File: config.mk
export PLATFORM = sky130hd
export DESIGN_NAME = plic_arb_sched_flat
export DESIGN_NICKNAME = d
export VERILOG_FILES = /design/src/rtl/plic_arb_sched_pkg.sv /design/src/rtl/plic_arb_sched_if.sv /design/src/rtl/plic_arb_sched_rr_pick.sv /design/src/rtl/plic_arb_sched.sv /design/src/flat_wrapper.sv
export SDC_FILE = /design/constraint.sdc
export NUM_CORES = 1
export LEC_CHECK = 0
export BUFFER_PORTS_ARGS = -buffer_cell sky130_fd_sc_hd__clkbuf_2
export CAP_MARGIN = 20
export CORE_AREA = 10 10 58 60
export DETAILED_ROUTE_END_ITERATION = 8
export DIE_AREA = 0 0 68 70
export PLACE_DENSITY = 0.75
export SLEW_MARGIN = 20
export SYNTH_ARGS = -nofsm -noshare
export SYNTH_HDL_FRONTEND = slang
export SYNTH_SLANG_ARGS = --single-unit
File: constraint.sdc
create_clock -name arb_ctrl_clk -period 2.6 [get_ports arb_ctrl_clk]
set_input_delay 0.52 -clock arb_ctrl_clk [delete_from_list [all_inputs] [get_ports arb_ctrl_clk]]
set_output_delay 0.52 -clock arb_ctrl_clk [all_outputs]
set_load 0.1 [all_outputs]
File: src/rtl/plic_arb_sched_pkg.sv
// Shared PLIC arbitration-scheduler definitions: FSM state encodings and
// default sizing for the context time-sharing slice.
package plic_arb_sched_pkg;

  localparam int CTX_NUM_DEF  = 4;
  localparam int TOUT_CYC_DEF = 63;

  typedef enum logic [1:0] {
    SCHED_IDLE  = 2'd0,
    SCHED_REQ   = 2'd1,
    SCHED_RUN   = 2'd2,
    SCHED_ABORT = 2'd3
  } sched_state_e;

endpackage

File: src/rtl/plic_arb_sched_if.sv
// Context/arbiter handshake bundle of the PLIC arbitration scheduler.
// The slave side is the scheduler; the master side is its environment.
interface plic_arb_sched_if
  import plic_arb_sched_pkg::*;
#(
  parameter int CTX_NUM = CTX_NUM_DEF,
  parameter int CTX_BIT = $clog2(CTX_NUM)
);

  logic [CTX_NUM-1:0] ctx_sched_start;
  logic [CTX_NUM-1:0] ctx_sched_flush;
  logic               arb_sched_start_ack;
  logic               arb_sched_done;
  logic               sched_arb_start;
  logic               sched_arb_flush;
  logic [CTX_BIT-1:0] sched_arb_ctx_sel;
  logic [CTX_NUM-1:0] sched_ctx_start_ack;
  logic [CTX_NUM-1:0] sched_ctx_done;
  logic               sched_busy;
  logic               sched_tout_err;

  modport slave (
    input  ctx_sched_start, ctx_sched_flush, arb_sched_start_ack, arb_sched_done,
    output sched_arb_start, sched_arb_flush, sched_arb_ctx_sel,
           sched_ctx_start_ack, sched_ctx_done, sched_busy, sched_tout_err
  );

  modport master (
    output ctx_sched_start, ctx_sched_flush, arb_sched_start_ack, arb_sched_done,
    input  sched_arb_start, sched_arb_flush, sched_arb_ctx_sel,
           sched_ctx_start_ack, sched_ctx_done, sched_busy, sched_tout_err
  );

endinterface

File: src/rtl/plic_arb_sched_rr_pick.sv
// Combinational round-robin picker: first set request bit scanning upward
// from ptr_i with wrap-around (CTX_NUM is a power of two).
module plic_rr_pick
  import plic_arb_sched_pkg::*;
#(
  parameter int CTX_NUM = CTX_NUM_DEF,
  parameter int CTX_BIT = $clog2(CTX_NUM)
) (
  input  logic [CTX_NUM-1:0] req_i,
  input  logic [CTX_BIT-1:0] ptr_i,
  output logic               valid_o,
  output logic [CTX_BIT-1:0] idx_o
);

  logic [CTX_BIT-1:0] cand_s;

  // Scan from the farthest offset down so the nearest candidate is the last write.
  always_comb begin
    valid_o = 1'b0;
    idx_o   = '0;
    cand_s  = '0;
    for (int i = CTX_NUM - 1; i >= 0; i--) begin
      cand_s  = ptr_i + CTX_BIT'(i);
      valid_o = req_i[cand_s] ? 1'b1   : valid_o;
      idx_o   = req_i[cand_s] ? cand_s : idx_o;
    end
  end

endmodule

File: src/rtl/plic_arb_sched.sv
// Time-shares one PLIC arbitration slice among CTX_NUM hart contexts:
// round-robin grant, start/flush handshake to the arbiter, watchdog abort.
module plic_arb_sched
  import plic_arb_sched_pkg::*;
#(
  parameter int CTX_NUM  = CTX_NUM_DEF,
  parameter int CTX_BIT  = $clog2(CTX_NUM),
  parameter int TOUT_CYC = TOUT_CYC_DEF
) (
  input  logic            arb_ctrl_clk,
  input  logic            plicrst_b,
  plic_arb_sched_if.slave bus_if
);

  localparam int WDOG_W = $clog2(TOUT_CYC + 1);

  sched_state_e       state_q, state_d;
  logic [CTX_NUM-1:0] pending_q, pending_d;
  logic [CTX_BIT-1:0] owner_q, owner_d;
  logic [CTX_BIT-1:0] rr_ptr_q, rr_ptr_d;
  logic [WDOG_W-1:0]  wdog_q, wdog_d;
  logic               flush_q, flush_d;
  logic               tout_err_q, tout_err_d;

  logic               pick_valid_s;
  logic [CTX_BIT-1:0] pick_idx_s;
  logic [CTX_NUM-1:0] grant_s;
  logic [CTX_NUM-1:0] owner_oh_s;
  logic               own_flush_s;
  logic [CTX_NUM-1:0] start_ack_s;
  logic [CTX_NUM-1:0] done_s;

  plic_rr_pick #(
    .CTX_NUM (CTX_NUM),
    .CTX_BIT (CTX_BIT)
  ) u_rr_pick (
    .req_i   (pending_q),
    .ptr_i   (rr_ptr_q),
    .valid_o (pick_valid_s),
    .idx_o   (pick_idx_s)
  );

  // Owner one-hot and owner-flush detection.
  always_comb begin
    owner_oh_s          = '0;
    owner_oh_s[owner_q] = 1'b1;
    own_flush_s         = |(bus_if.ctx_sched_flush & owner_oh_s);
  end

  // Scheduler FSM next-state, grant and per-context pulse decode.
  always_comb begin
    state_d     = state_q;
    owner_d     = owner_q;
    rr_ptr_d    = rr_ptr_q;
    wdog_d      = wdog_q;
    flush_d     = 1'b0;
    tout_err_d  = tout_err_q;
    grant_s     = '0;
    start_ack_s = '0;
    done_s      = '0;
    case (state_q)
      SCHED_IDLE: begin
        if (pick_valid_s) begin
          grant_s[pick_idx_s] = 1'b1;
          owner_d             = pick_idx_s;
          rr_ptr_d            = pick_idx_s + CTX_BIT'(1);
          state_d             = SCHED_REQ;
        end else begin
          state_d = SCHED_IDLE;
        end
      end
      SCHED_REQ: begin
        if (own_flush_s) begin
          flush_d = 1'b1;
          state_d = SCHED_IDLE;
        end else if (bus_if.arb_sched_start_ack) begin
          start_ack_s = owner_oh_s;
          wdog_d      = '0;
          state_d     = SCHED_RUN;
        end else begin
          state_d = SCHED_REQ;
        end
      end
      SCHED_RUN: begin
        // Owner flush beats done, done beats the watchdog.
        if (own_flush_s) begin
          flush_d = 1'b1;
          state_d = SCHED_IDLE;
        end else if (bus_if.arb_sched_done) begin
          done_s  = owner_oh_s;
          state_d = SCHED_IDLE;
        end else if (wdog_q == WDOG_W'(TOUT_CYC)) begin
          tout_err_d = 1'b1;
          state_d    = SCHED_ABORT;
        end else begin
          wdog_d = wdog_q + WDOG_W'(1);
        end
      end
      SCHED_ABORT: begin
        state_d = SCHED_IDLE;
      end
      default: begin
        state_d = SCHED_IDLE;
      end
    endcase
  end

  // Pending bits: a start arriving with a grant re-arms; flush beats start.
  always_comb begin
    pending_d = ((pending_q & ~grant_s) | bus_if.ctx_sched_start) & ~bus_if.ctx_sched_flush;
  end

  // Scheduler state registers.
  always_ff @(posedge arb_ctrl_clk or negedge plicrst_b) begin
    if (!plicrst_b) begin
      state_q    <= SCHED_IDLE;
      pending_q  <= '0;
      owner_q    <= '0;
      rr_ptr_q   <= '0;
      wdog_q     <= '0;
      flush_q    <= 1'b0;
      tout_err_q <= 1'b0;
    end else begin
      state_q    <= state_d;
      pending_q  <= pending_d;
      owner_q    <= owner_d;
      rr_ptr_q   <= rr_ptr_d;
      wdog_q     <= wdog_d;
      flush_q    <= flush_d;
      tout_err_q <= tout_err_d;
    end
  end

  assign bus_if.sched_arb_start     = (state_q == SCHED_REQ);
  assign bus_if.sched_arb_flush     = flush_q | (state_q == SCHED_ABORT);
  assign bus_if.sched_arb_ctx_sel   = owner_q;
  assign bus_if.sched_ctx_start_ack = start_ack_s;
  assign bus_if.sched_ctx_done      = done_s;
  assign bus_if.sched_busy          = (state_q != SCHED_IDLE);
  assign bus_if.sched_tout_err      = tout_err_q;

endmodule

File: src/flat_wrapper.sv
// flat-port wrapper written by rule: the top's interface ports become plain ports
module plic_arb_sched_flat import plic_arb_sched_pkg::*;
#(
  parameter int CTX_NUM  = CTX_NUM_DEF,
  parameter int CTX_BIT  = $clog2(CTX_NUM),
  parameter int TOUT_CYC = TOUT_CYC_DEF
)
  (arb_ctrl_clk, plicrst_b, bus_if_ctx_sched_start, bus_if_ctx_sched_flush, bus_if_arb_sched_start_ack, bus_if_arb_sched_done, bus_if_sched_arb_start, bus_if_sched_arb_flush, bus_if_sched_arb_ctx_sel, bus_if_sched_ctx_start_ack, bus_if_sched_ctx_done, bus_if_sched_busy, bus_if_sched_tout_err);
  plic_arb_sched_if #(.CTX_NUM(CTX_NUM), .CTX_BIT(CTX_BIT)) bus_if_i ();
  input  logic arb_ctrl_clk;
  input  logic plicrst_b;
  input wire logic [$bits(bus_if_i.ctx_sched_start)-1:0] bus_if_ctx_sched_start;
  input wire logic [$bits(bus_if_i.ctx_sched_flush)-1:0] bus_if_ctx_sched_flush;
  input wire logic [$bits(bus_if_i.arb_sched_start_ack)-1:0] bus_if_arb_sched_start_ack;
  input wire logic [$bits(bus_if_i.arb_sched_done)-1:0] bus_if_arb_sched_done;
  output wire logic [$bits(bus_if_i.sched_arb_start)-1:0] bus_if_sched_arb_start;
  output wire logic [$bits(bus_if_i.sched_arb_flush)-1:0] bus_if_sched_arb_flush;
  output wire logic [$bits(bus_if_i.sched_arb_ctx_sel)-1:0] bus_if_sched_arb_ctx_sel;
  output wire logic [$bits(bus_if_i.sched_ctx_start_ack)-1:0] bus_if_sched_ctx_start_ack;
  output wire logic [$bits(bus_if_i.sched_ctx_done)-1:0] bus_if_sched_ctx_done;
  output wire logic [$bits(bus_if_i.sched_busy)-1:0] bus_if_sched_busy;
  output wire logic [$bits(bus_if_i.sched_tout_err)-1:0] bus_if_sched_tout_err;
  assign bus_if_i.ctx_sched_start = bus_if_ctx_sched_start;
  assign bus_if_i.ctx_sched_flush = bus_if_ctx_sched_flush;
  assign bus_if_i.arb_sched_start_ack = bus_if_arb_sched_start_ack;
  assign bus_if_i.arb_sched_done = bus_if_arb_sched_done;
  assign bus_if_sched_arb_start = bus_if_i.sched_arb_start;
  assign bus_if_sched_arb_flush = bus_if_i.sched_arb_flush;
  assign bus_if_sched_arb_ctx_sel = bus_if_i.sched_arb_ctx_sel;
  assign bus_if_sched_ctx_start_ack = bus_if_i.sched_ctx_start_ack;
  assign bus_if_sched_ctx_done = bus_if_i.sched_ctx_done;
  assign bus_if_sched_busy = bus_if_i.sched_busy;
  assign bus_if_sched_tout_err = bus_if_i.sched_tout_err;
  plic_arb_sched #(.CTX_NUM(CTX_NUM), .CTX_BIT(CTX_BIT), .TOUT_CYC(TOUT_CYC)) u_core (.arb_ctrl_clk(arb_ctrl_clk), .plicrst_b(plicrst_b), .bus_if(bus_if_i));
endmodule
Word level (Yosys, flattened, before mapping):

Cells that the tools add are included.

* register bits: 18
* input port bits: 12
* word-level logic and storage cells: 92

* $add $sub $neg: 5
* magnitude comparators: 8
* equal/unequal tests: 10
* mux-type cells: 43
* bitwise gates (word level): 9
* reductions and logical operators: 10

Operators with widths (number)
* 2-to-1 mux 4 bit: 8
* 2-to-1 mux 6 bit: 5
* less-than comparator 2 x 3 -> 1 bit, second input constant: 6
* 2-to-1 mux 2 bit: 9
* 2-to-1 mux 1 bit: 13
* AND 4 bit: 3
* case mux 6 bit (2 select lines): 1
* != test 2 bit, second input constant: 5
* binary-select mux 1 bit (select 2 bit): 4
* NOT 4 bit: 2
* case mux 2 bit (4 select lines): 1
* adder 6 x 1 -> 6 bit, second input constant: 1
* == test 6 bit, second input constant: 1
* AND reduction 6 bit: 1
* adder 2 x 1 -> 2 bit, second input constant: 2
* adder 2 bit, second input constant: 2
* demux 1 bit (select 2 bit): 2
* == test 2 bit, second input constant: 2
* greater-or-equal comparator 2 x 1 -> 1 bit, second input constant: 2
* != test 4 x 2 -> 1 bit, second input constant: 1
* OR 4 bit: 1
* AND reduction 4 bit: 1
* nonzero test 2 bit: 2
* OR reduction 4 bit: 1
* 7 further kinds: 9

Depth between registers and ports, before layout:

* word-level depth: 17
* mapped depth: 8
* depth with buffers taken out: 7

Modules after synthesis:

Synthesis repeated with hierarchy kept, for this count alone.

* cell total of the unflattened synthesis: 132
* area, all modules: 1151.1 um^2

By module, submodules not included
* plic_arb_sched: instances 1, cells an instance 119, area an instance 1073.5 um^2, sequential area each 450.4 um^2
* plic_rr_pick: instances 1, cells an instance 13, area an instance 77.6 um^2, sequential area each 0.0 um^2

Least setup slack after synthesis:

No wires, ideal clock.

* kind: reg-to-output
* from: register u_core.state_q[1]
* to: output bus_if_sched_ctx_start_ack[0]
* arrival time: 4.520 ns
* required time: 2.080 ns
* path slack: -2.440 ns
* cell stages (with the launch flop): 5
* path buffers: 0
* cells stage by stage: dfrtp_1 > inv_1 > ha_1 > nand2_1 > nor4_1

* word-level cells in the longest chain between the ends: 2

RTL lines
* from (decl): RTL line plic_arb_sched.sv:17 `sched_state_e state_q, state_d;`
* from (signal assigned): RTL line plic_arb_sched.sv:124 `state_q <= state_d;`
* == test 2 x 1 -> 1 bit
* net bus_if_sched_arb_start: RTL line flat_wrapper.sv:16 `output wire logic [$bits(bus_if_i.sched_arb_start)-1:0] bus_if_sched_arb_start;`
* 2-to-1 mux 4 bit: RTL line plic_arb_sched.sv:61 `case (state_q)`
* to (decl): RTL line flat_wrapper.sv:19 `output wire logic [$bits(bus_if_i.sched_ctx_start_ack)-1:0] bus_if_sched_ctx_start_ack;`

The timed path passes the listed nets, and every way through them passes these cells.

Worst setup path in the final report:

* from: register u_core.state_q[1]
* to: output bus_if_sched_ctx_start_ack[3]

* word-level cells in the longest chain between the ends: 2

RTL lines (RTL line)
* == test 2 x 1 -> 1 bit: plic_arb_sched.sv:61
* 2-to-1 mux 4 bit: plic_arb_sched.sv:61

Every way passes these cells.

==> flow_metrics.tcl <==
set metrics [dict create \
    numPortBuffers 25 \
    clock_latency_ns 0.29 \
    hp-class "in -> async" \
    met1_length_um 1280 \
    ys_ff_latch 18 \
    worst_slew_pin_slew_ns 0.546 \
    power_leakage_nw 0.621 \
    detail_route.vias_per_cell 5.80 \
    rr_startpoint "u_core.wdog_q[0]" \
    synth_area_leader_cell "dfrtp_1" \
    synth_xor_area_share_pct 0.780 \
    synth_compound_area_share_pct 23.9 \
    drt-total-wl_um 2820 \
    syn_area_um2 1120 \
    synth_top_cell_area_share_pct 40.1 \
    multiInputGateArea_um2 712 \
    max-cap-violations 0 \
    drc 0 \
    setup_slack_ns 0.136 \
    drive_gt1_share_pct 31.6 \
    slew_violations 0 \
    syn_nets 141 \
    drt-initial-drc-count 53 \
    critPathLaunchType "flip-flop" \
    die_w_um 68 \
    synth_edf_count 0 \
    gp_routability_congestion 0.865 \
    firstDrtPassIters 4 \
    p_total_mw 1.43 \
    detailed_place_hpwl_um 2220 \
    route.met2.wl_um 1290 \
    htree_levels 1 \
    powerDensity_nw_per_um2 1010 \
    antenna_left 0 \
    synth_area_per_cell_um2 9.05 \
    area_growth_pct 26.5 \
    rows 18 \
    critPathKind "reg -> out" \
    routed.top_layer "met4" \
    grt_max_degree 19 \
    io_pins 26 \
    peakVddDrop_uv 789 \
    fin_crit_sh_pct 94.8 \
    cts_made_buffers 3 \
    core_area_um2 2340 \
    yosysMostFrequentCell "dfrtp_1" \
    clk_pin_slew_ns 0.11 \
    cp_max_fo 6 \
    grt_pass1_vias 1011 \
    synth_top_family_by_area "simple AND/OR/NAND/NOR gates" \
    met3_length_um 231 \
    fin_cells 182 \
    finalClockSkew_ns 0.00164 \
    layout_min_cycle_time_ns 2.46 \
    async_reset_ff_share_pct 100 \
    grt_usage_pct 12.0 \
    start_util_pct 47.9 \
    rsz0062_at_grt "no" \
    cts_tree "done" \
    cts.sinks 18 \
    num_antenna_cells 0 \
    synth.area.top_cells "dfrtp_1, ha_1, nor2_1, nand2_1, a21oi_1" \
    synth_cell_types 42 \
    grt_antenna_before_repair 0 \
    arrival_ns 1.94 \
    yosys-top-cells-count "dfrtp_1, nor2_1, nand2_1" \
    synth.mux.area_fraction_pct 2.90 \
    setup.worst_path.start "u_core.state_q[1]" \
    timing.setup.tns_ns 0 \
    post-cts-setup-buffers 0 \
    status "finished, final reports clean" \
    wire_per_inst_um 15.5 \
    end_kind "output port" \
    grt_overflow 0 \
    cts_root_buffer "clkbuf_4" \
    cts_buffer_depth 2 \
    dpl.cell_count 178 \
    num_vias 1056 \
    max_freq_ghz 0.406 \
    fill_cells 226 \
    grt_pass1_wl_um 4690 \
    ys_warn_count 0 \
    synth-main-ff-cell "dfrtp_1" \
    cts_hold_buffers 0 \
    synthAdderAreaFrac_pct 5.57 \
    syn_inst 124 \
    hold_violations 0 \
    nets 170 \
    yosys.area_share.simple_pct 24.1 \
    die_area_um2 4760 \
    critPathRequiredTime_ns 2.08 \
    max_slew_margin_pct 63.7 \
    ys_seq_area_share_pct 40.1 \
    regArea_um2 452 \
    setup_viol 0 \
    die_height_um 70 \
    pre_cts_slack_ns 0.415 \
]
[final cells by class]
class / instances / share of cell area [%]
inverter: 6 / 1.59
sequential: 18 / 31.8
timing repair buffer: 26 / 11.3
tap: 30 / 2.64
clock buffer: 4 / 2.56
multi-input combinational: 98 / 50.1
[registers in the layout, summed over array words and instances, names as in the netlist]
signal	count
u_core.bus_if.sched_arb_ctx_sel	2
u_core.bus_if.sched_tout_err	1
u_core.flush_q	1
u_core.pending_q	4
u_core.rr_ptr_q	2
u_core.state_q	2
u_core.wdog_q	6
[worst max-delay path, cell delays in order (launching register included)]
cell and delay (ns):
dfrtp_1 0.43, inv_1 0.10, ha_2 0.23, nand2_1 0.25, nor2_2 0.17, clkbuf_2 0.46
[per-stage QoR]
step / hold slack (ns) / util, % / instance area (um^2)
finish: 0.153 / 60.6 / 1420
global route: 0.176 / 60.6 / 1420
CTS: 0.170 / 60.5 / 1420
detailed placement: 0.483 / 59.0 / 1380
global placement: 0.452 / 59.0 / 1380
floorplan: 0.224 / - / 1190
[what timing repair did]
item,CTS,global route
setup endpoints to repair,0,4
endpoints found under the hold margin,0,0
resized for setup,0,1
[cell families (layout without fill, tap and decap cells)]
group | count (synthesis) | after routing
AO/OA/AOI/OAI | 37 | 37
XOR/XNOR | 1 | 1
adder cells (fa/ha/maj) | 5 | 5
buffers and inverters | 8 | 36
flip-flops | 18 | 18
multiplexers | 2 | 2
AND/OR/NAND/NOR | 53 | 53
[per-layer routing]
| metal | GRT usage [%] | vias up |
|---|---|---|
| met1 | 16.4 | 511 |
| li1 | - | 512 |
| met5 | 0 | - |
| met3 | 3.35 | 2 |
| met4 | 3.36 | 0 |
| met2 | 17.8 | 31 |
[path summary, 6_finish.rpt]
check | slack [ns] | end | depth (start not counted)
worst max register to register | 0.72 | u_core.wdog_q[3] | 6
worst min-delay path | 0.15 | u_core.bus_if.sched_tout_err | 1
worst min register to register | 0.49 | u_core.bus_if.sched_tout_err | 2
max in group asynchronous | 2.10 | u_core.bus_if.sched_arb_ctx_sel[0] | 1
worst max-delay path | 0.14 | bus_if_sched_ctx_start_ack[3] | 5
min in group arb_ctrl_clk | 0.40 | u_core.pending_q[1] | 2
[power breakdown]
part           switching [mW]  internal, mW  total, mW
logic                   0.598         0.207      0.805
registers               0.103         0.345      0.448
clock network          0.0939        0.0853      0.179
total                   0.795         0.637       1.43
[cells in the final DEF (no fill, tap or decap), types with 2 or more instances in the layout]
| cell type | n |
|---|---|
| a21oi_1 | 9 |
| o21ai_1 | 3 |
| a21o_1 | 2 |
| and2_1 | 2 |
| nor2_4 | 4 |
| a22o_1 | 3 |
| a311oi_1 | 2 |
| nor4_1 | 2 |
| dfrtp_1 | 17 |
| o31ai_1 | 3 |
| inv_1 | 6 |
| clkbuf_2 | 19 |
| o21ai_0 | 4 |
| clkbuf_4 | 3 |
| nand2b_1 | 4 |
| buf_4 | 6 |
| ha_1 | 4 |
| nor2_1 | 9 |
| nor3_1 | 2 |
| nand3_1 | 3 |
| nor4_4 | 2 |
| nor2_2 | 2 |
| nand2_1 | 12 |
Note: power is estimated with default switching activity, not from simulation.
